[config.mk]
export PLATFORM = sky130hd
export DESIGN_NAME = otter_fetch_queue_flat
export DESIGN_NICKNAME = d
export VERILOG_FILES = /design/src/rtl/otter_pipe_pkg.sv /design/src/rtl/otter_fetch_queue_if.sv /design/src/rtl/otter_sync_fifo.sv /design/src/rtl/otter_fetch_queue.sv /design/src/flat_wrapper.sv
export SDC_FILE = /design/constraint.sdc
export NUM_CORES = 1
export LEC_CHECK = 0
export CAP_MARGIN = 30
export CORE_ASPECT_RATIO = 1.5
export CORE_UTILIZATION = 46
export CTS_CLUSTER_DIAMETER = 120
export DETAILED_ROUTE_END_ITERATION = 10
export PLACE_DENSITY = 0.73
export SYNTH_ARGS = -nofsm -noshare
export SYNTH_HDL_FRONTEND = slang
export SYNTH_SLANG_ARGS = --single-unit
[constraint.sdc]
create_clock -name CLOCK -period 2.55 [get_ports CLOCK]
set_clock_uncertainty 0.2 [all_clocks]
set_input_delay 0.3825 -clock CLOCK [delete_from_list [all_inputs] [get_ports CLOCK]]
set_output_delay 0.3825 -clock CLOCK [all_outputs]
set_load 0.01 [all_outputs]
[src/rtl/otter_pipe_pkg.sv]
// Shared pipeline definitions for the OTTER fetch path.
// The queue entry pairs each instruction word with the PC it was fetched from.
package otter_pipe_pkg;

  localparam int XLEN = 32;
  localparam logic [XLEN-1:0] NOP_INSTR = 32'h0000_0013;

  typedef struct packed {
    logic [XLEN-1:0] ir;
    logic [XLEN-1:0] pc;
  } fetch_entry_t;

  // Instruction targets are word aligned; the low two bits are discarded.
  function automatic logic [XLEN-1:0] align_word(input logic [XLEN-1:0] addr);
    return {addr[XLEN-1:2], 2'b00};
  endfunction

endpackage

[src/rtl/otter_fetch_queue_if.sv]
// Fetch-unit bus: execute redirect, Memory port 1 and the decode handshake.
// master = fetch unit, slave = surrounding pipeline / memory.
interface otter_fetch_queue_if #(
  parameter int XLEN      = 32,
  parameter int DEPTH     = 4,
  parameter int ADDR_BITS = 14
);
  localparam int CNT_W = $clog2(DEPTH + 1);

  logic                 REDIRECT;
  logic [XLEN-1:0]      REDIRECT_PC;
  logic [ADDR_BITS-1:0] IMEM_ADDR;
  logic                 IMEM_RDEN;
  logic [XLEN-1:0]      IMEM_DOUT;
  logic                 IF_VALID;
  logic [XLEN-1:0]      IF_IR;
  logic [XLEN-1:0]      IF_PC;
  logic [XLEN-1:0]      IF_PC_4;
  logic                 ID_READY;
  logic [XLEN-1:0]      FETCH_PC;
  logic [CNT_W-1:0]     QUEUE_COUNT;

  modport master (
    input  REDIRECT, REDIRECT_PC, IMEM_DOUT, ID_READY,
    output IMEM_ADDR, IMEM_RDEN, IF_VALID, IF_IR, IF_PC, IF_PC_4, FETCH_PC, QUEUE_COUNT
  );

  modport slave (
    output REDIRECT, REDIRECT_PC, IMEM_DOUT, ID_READY,
    input  IMEM_ADDR, IMEM_RDEN, IF_VALID, IF_IR, IF_PC, IF_PC_4, FETCH_PC, QUEUE_COUNT
  );

endinterface

[src/rtl/otter_sync_fifo.sv]
// Generic synchronous FIFO with flush; head is visible combinationally.
// Pointers wrap explicitly so DEPTH need not be a power of two.
module otter_sync_fifo #(
  parameter int WIDTH = 64,
  parameter int DEPTH = 4
) (
  input  logic                       CLOCK,
  input  logic                       RESET,
  input  logic                       push,
  input  logic [WIDTH-1:0]           push_data,
  input  logic                       pop,
  input  logic                       flush,
  output logic [$clog2(DEPTH+1)-1:0] count,
  output logic [WIDTH-1:0]           head,
  output logic                       empty
);

  localparam int PTR_W = $clog2(DEPTH);
  localparam int CNT_W = $clog2(DEPTH + 1);

  logic [PTR_W-1:0] wr_ptr_reg;
  logic [PTR_W-1:0] rd_ptr_reg;
  logic [CNT_W-1:0] count_reg;
  logic [WIDTH-1:0] entry_data [DEPTH];
  logic             do_push;
  logic             do_pop;

  function automatic logic [PTR_W-1:0] ptr_inc(input logic [PTR_W-1:0] ptr);
    return (ptr == PTR_W'(DEPTH - 1)) ? '0 : ptr + PTR_W'(1);
  endfunction

  assign do_push = push && !flush;
  assign do_pop  = pop && !flush && (count_reg != '0);

  always_ff @(posedge CLOCK) begin
    if (RESET || flush) begin
      wr_ptr_reg <= '0;
      rd_ptr_reg <= '0;
      count_reg  <= '0;
    end else begin
      if (do_push) wr_ptr_reg <= ptr_inc(wr_ptr_reg);
      if (do_pop)  rd_ptr_reg <= ptr_inc(rd_ptr_reg);
      if (do_push && !do_pop)      count_reg <= count_reg + CNT_W'(1);
      else if (!do_push && do_pop) count_reg <= count_reg - CNT_W'(1);
    end
  end

  genvar gi;
  generate
    for (gi = 0; gi < DEPTH; gi++) begin : g_entry
      logic [WIDTH-1:0] data_reg;
      always_ff @(posedge CLOCK) begin
        if (RESET)
          data_reg <= '0;
        else if (do_push && (wr_ptr_reg == PTR_W'(gi)))
          data_reg <= push_data;
      end
      assign entry_data[gi] = data_reg;
    end
  endgenerate

  assign head  = entry_data[rd_ptr_reg];
  assign count = count_reg;
  assign empty = (count_reg == '0);

endmodule

[src/rtl/otter_fetch_queue.sv]
// OTTER instruction fetch: PC register, single outstanding Memory read and a
// prefetch queue feeding decode, with execute-stage redirect.
module otter_fetch_queue
  import otter_pipe_pkg::*;
#(
  parameter int              XLEN      = otter_pipe_pkg::XLEN,
  parameter int              DEPTH     = 4,
  parameter int              ADDR_BITS = 14,
  parameter logic [XLEN-1:0] RESET_VEC = '0
) (
  input logic                CLOCK,
  input logic                RESET,
  otter_fetch_queue_if.master bus
);

  localparam int CNT_W = $clog2(DEPTH + 1);

  logic [XLEN-1:0]  fetch_pc_reg;
  logic [XLEN-1:0]  fetch_pc_next;
  logic [XLEN-1:0]  inflight_pc_reg;
  logic [XLEN-1:0]  inflight_pc_next;
  logic             inflight_reg;
  logic             inflight_next;

  logic [CNT_W-1:0] count;
  logic             empty;
  logic [CNT_W:0]   occupancy;
  logic             issue;
  logic             push;
  logic             pop;
  fetch_entry_t     push_entry;
  fetch_entry_t     head_entry;
  logic [$bits(fetch_entry_t)-1:0] head_bits;

  // Queue slots are reserved at issue time, so a returning word always fits.
  assign occupancy = {1'b0, count} + {{CNT_W{1'b0}}, inflight_reg};
  assign issue     = !RESET && !bus.REDIRECT && (occupancy < (CNT_W+1)'(DEPTH));
  assign push      = inflight_reg && !bus.REDIRECT;
  assign pop       = !empty && bus.ID_READY && !bus.REDIRECT;

  assign push_entry = '{ir: bus.IMEM_DOUT, pc: inflight_pc_reg};
  assign head_entry = fetch_entry_t'(head_bits);

  otter_sync_fifo #(
    .WIDTH ($bits(fetch_entry_t)),
    .DEPTH (DEPTH)
  ) u_queue (
    .CLOCK     (CLOCK),
    .RESET     (RESET),
    .push      (push),
    .push_data (push_entry),
    .pop       (pop),
    .flush     (bus.REDIRECT),
    .count     (count),
    .head      (head_bits),
    .empty     (empty)
  );

  always_comb begin
    fetch_pc_next    = fetch_pc_reg;
    inflight_pc_next = inflight_pc_reg;
    inflight_next    = 1'b0;
    if (bus.REDIRECT) begin
      fetch_pc_next = align_word(bus.REDIRECT_PC);
    end else if (issue) begin
      fetch_pc_next    = fetch_pc_reg + XLEN'(4);
      inflight_pc_next = fetch_pc_reg;
      inflight_next    = 1'b1;
    end
  end

  always_ff @(posedge CLOCK) begin
    if (RESET) begin
      fetch_pc_reg    <= RESET_VEC;
      inflight_pc_reg <= '0;
      inflight_reg    <= 1'b0;
    end else begin
      fetch_pc_reg    <= fetch_pc_next;
      inflight_pc_reg <= inflight_pc_next;
      inflight_reg    <= inflight_next;
    end
  end

  assign bus.IMEM_ADDR   = fetch_pc_reg[ADDR_BITS+1:2];
  assign bus.IMEM_RDEN   = issue;
  assign bus.IF_VALID    = !empty;
  assign bus.IF_IR       = empty ? '0 : head_entry.ir;
  assign bus.IF_PC       = empty ? '0 : head_entry.pc;
  assign bus.IF_PC_4     = empty ? '0 : head_entry.pc + XLEN'(4);
  assign bus.FETCH_PC    = fetch_pc_reg;
  assign bus.QUEUE_COUNT = count;

endmodule

[src/flat_wrapper.sv]
// flat-port wrapper written by rule: the top's interface ports become plain ports
module otter_fetch_queue_flat import otter_pipe_pkg::*;
#(
  parameter int              XLEN      = otter_pipe_pkg::XLEN,
  parameter int              DEPTH     = 4,
  parameter int              ADDR_BITS = 14,
  parameter logic [XLEN-1:0] RESET_VEC = '0
)
  (CLOCK, RESET, bus_REDIRECT, bus_REDIRECT_PC, bus_IMEM_DOUT, bus_ID_READY, bus_IMEM_ADDR, bus_IMEM_RDEN, bus_IF_VALID, bus_IF_IR, bus_IF_PC, bus_IF_PC_4, bus_FETCH_PC, bus_QUEUE_COUNT);
  otter_fetch_queue_if #(.XLEN(XLEN), .DEPTH(DEPTH), .ADDR_BITS(ADDR_BITS)) bus_i ();
  input logic CLOCK;
  input logic RESET;
  input wire logic [$bits(bus_i.REDIRECT)-1:0] bus_REDIRECT;
  input wire logic [$bits(bus_i.REDIRECT_PC)-1:0] bus_REDIRECT_PC;
  input wire logic [$bits(bus_i.IMEM_DOUT)-1:0] bus_IMEM_DOUT;
  input wire logic [$bits(bus_i.ID_READY)-1:0] bus_ID_READY;
  output wire logic [$bits(bus_i.IMEM_ADDR)-1:0] bus_IMEM_ADDR;
  output wire logic [$bits(bus_i.IMEM_RDEN)-1:0] bus_IMEM_RDEN;
  output wire logic [$bits(bus_i.IF_VALID)-1:0] bus_IF_VALID;
  output wire logic [$bits(bus_i.IF_IR)-1:0] bus_IF_IR;
  output wire logic [$bits(bus_i.IF_PC)-1:0] bus_IF_PC;
  output wire logic [$bits(bus_i.IF_PC_4)-1:0] bus_IF_PC_4;
  output wire logic [$bits(bus_i.FETCH_PC)-1:0] bus_FETCH_PC;
  output wire logic [$bits(bus_i.QUEUE_COUNT)-1:0] bus_QUEUE_COUNT;
  assign bus_i.REDIRECT = bus_REDIRECT;
  assign bus_i.REDIRECT_PC = bus_REDIRECT_PC;
  assign bus_i.IMEM_DOUT = bus_IMEM_DOUT;
  assign bus_i.ID_READY = bus_ID_READY;
  assign bus_IMEM_ADDR = bus_i.IMEM_ADDR;
  assign bus_IMEM_RDEN = bus_i.IMEM_RDEN;
  assign bus_IF_VALID = bus_i.IF_VALID;
  assign bus_IF_IR = bus_i.IF_IR;
  assign bus_IF_PC = bus_i.IF_PC;
  assign bus_IF_PC_4 = bus_i.IF_PC_4;
  assign bus_FETCH_PC = bus_i.FETCH_PC;
  assign bus_QUEUE_COUNT = bus_i.QUEUE_COUNT;
  otter_fetch_queue #(.XLEN(XLEN), .DEPTH(DEPTH), .ADDR_BITS(ADDR_BITS), .RESET_VEC(RESET_VEC)) u_core (.CLOCK(CLOCK), .RESET(RESET), .bus(bus_i));
endmodule
==> flow_summary.json <==
{
  "status": "finished, violations left",
  "violations": "setup timing",
  "placed_cells": 2361,
  "rsz0062_at_grt": "true",
  "min-delay-start": "RESET",
  "grt_start_max_net_pins": 209,
  "cp_max_fo": 7,
  "setup.worst_path.class": "flip-flop to output pin",
  "tritoncts": "yes",
  "clk_transition_reported_paths_ps": 70,
  "synth_edf_count": 0,
  "h-tree-depth": 1,
  "slew_headroom_pct": 31.8,
  "hpwl_um": 27600,
  "crit_arrival_ps": 3010,
  "final_util_pct": 63.2,
  "synth_top_area_cell": "dfxtp_1",
  "firstDrtPassIters": 6,
  "critPathCaptureType": "output pin",
  "core_mm2": 0.0310,
  "path_buf_inv": 3,
  "drive_above_1_share_pct": 23.5,
  "cap_viol_max_count": 0,
  "pre_cts_slack_ps": -747,
  "synthesis.area_mm2": 0.0145,
  "finalSetupViolCount": 92,
  "fin_crit_sh_pct": 141,
  "worst_slew_pin_slew_ps": 1020,
  "cts_made_buffers": 30,
  "track_usage_pct": 26.8,
  "fin_cells": 2489,
  "setup_tns_ps": -52570,
  "nets": 2137,
  "dieArea_mm2": 0.0322,
  "wl_per_cell_um": 18.0,
  "finalInstanceArea_mm2": 0.0196,
  "syn_to_final_growth_pct": 35.5,
  "rows": 79,
  "synthFlopType": "dfxtp_1",
  "cp_top_family": "simple AND/OR/NAND/NOR gates",
  "synth_top_area_share_pct": 43.7,
  "synth.most_common_cell": "nand2_1",
  "synth_cells": 1778,
  "yosysSeqAreaShare_pct": 43.7,
  "synth_common_cells": "nand2_1, dfxtp_1, a21oi_1",
  "cts-root-buf": "clkbuf_16",
  "ff_latch_area_mm2": 0.00633,
  "clock_sinks": 316,
  "slew_violations": 0,
  "antenna_found_initial": 0,
  "synth_cell_types": 63,
  "multi_input_area_mm2": 0.00768,
  "yosys-top-cells-area": "dfxtp_1, nand2_1, a21oi_1",
  "crit_slowest_cell": "or4_4",
  "insertion_delay_ps": 580,
  "max_freq_mhz": 278,
  "fillerInstances": 2528,
  "peakVddDrop_v": 0.000423,
  "reg2reg_from": "u_core.u_queue.count[0]$_SDFFE_PP0P_",
  "rrSetupSlack_ps": 80,
  "hold_viol": 0,
  "placed_cell_area_mm2": 0.0175,
  "die_y_um": 219,
  "hold_slack_ps": 49.4,
  "vias": 13900,
  "globalplace.congestion": 0.867,
  "grt_pass1_wl_um": 69300,
  "ios": 215,
  "io_buffers": 206,
  "power.density_mw_per_mm2": 550,
  "die_w_um": 147,
  "fin_total_pwr_mw": 10.8,
  "cp-start-kind": "flip-flop",
  "grt_pass1_vias": 13200,
  "crit_top_cell": "buf_6",
  "synthArstFlopShare_pct": 0,
  "ys.warnings.count": 0,
  "initial_core_util_pct": 46.7,
  "hold_class": "primary input to flip-flop",
  "crit_start": "u_core.u_queue.rd_ptr_reg[0]$_SDFFE_PP0P_",
  "crit_required_ps": 1970,
  "drtAntennaViolNets": 0,
  "drc": 0,
  "cts_buffer_depth": 3,
  "fin_ws_ps": -1040,
  "avgSynthCellArea_um2": 8.15,
  "postCtsHoldBufs": 0,
  "overflow": 0,
  "largest_reg_flops": 248,
  "antenna_cells": 0,
  "synth_seq_cells": 316,
  "period_minus_slack_ps": 3590,
  "leakagePower_nw": 7.14,
  "drt-initial-drc-count": 1015,
  "drt_wl_total_um": 44700,
  "slowest_delay_ps": 560,
  "path_cells": "buf_6 > mux4_2 > nand4_4 > or4_4 > buf_6 > nor2_4 > nand2_2 > mux2_4 > buf_6",
  "routed_via_density": 5.60
}
[report_power, final]
group | total [mW] | internal [mW] | switching [mW]
logic | 0.812 | 0.377 | 0.434
clock network | 4.90 | 2.95 | 1.95
registers | 5.07 | 5.00 | 0.0708
total | 10.8 | 8.32 | 2.46
[layer usage]
metal | vias up | track usage (%) | wire length [um]
met3 | 126 | 3.14 | 3510
li1 | 6524 | - | -
met5 | - | 0 | 0
met4 | 0 | 13.3 | 1940
met1 | 6561 | 32.0 | 16900
met2 | 737 | 47.3 | 22400
[logic make-up after synthesis]
group	share of synthesized area [%]
and+or+nand+nor	25.0
xor gates and xnor gates	1.75
DFF	43.7
muxes	10.3
buffers and inverters	5.29
other	0.0259
AOI/OAI and AO/OA	13.1
adders and majority gates	0.829
[layout by cell type (no fill, tap or decap), types with 14 or more instances in the layout]
master	count
buf_6	108
buf_2	45
clkdlybuf4s50_1	113
xnor2_1	15
nor3_1	14
clkbuf_16	31
o21ai_0	24
nor2_1	77
mux4_2	61
and2_1	24
and2_4	37
nand2_1	591
a21oi_1	298
dfxtp_1	314
buf_4	82
buf_12	25
[tightest hold or removal path, stage by stage]
cell,delay (ps)
buf_8,70
or2_4,130
buf_4,150
nor2_1,50
[worst paths after layout]
| path | end | depth (start not counted) |
|---|---|---|
| worst max-delay path | bus_IF_PC_4[27] | 9 |
| worst min-delay path | u_core.u_queue.wr_ptr_reg[1]$_SDFFE_PP0P_ | 4 |
| worst max register to register | u_core.u_queue.count[2]$_SDFFE_PP0P_ | 11 |
| worst min register to register | u_core.u_queue.g_entry[2].data_reg[43]$_SDFFE_PP0P_ | 2 |
[cell type report]
cell class | count | area share (%)
inverters | 12 | 0.287
clock buffers | 48 | 4.84
clock inverters | 8 | 0.753
flip-flops and latches | 316 | 32.3
repair buffers | 395 | 20.1
well taps | 405 | 2.58
multi-input cells | 1305 | 39.1
[repair_timing]
action / in CTS / in global routing
setup endpoints to repair: 94 / 96
pin swaps: 45 / 20
resized for setup: 523 / 73
cloned: 3 / 0
endpoints found under the hold margin: 0 / 0
buffers inserted: 61 / 28
Note: power is estimated with default switching activity, not from simulation.
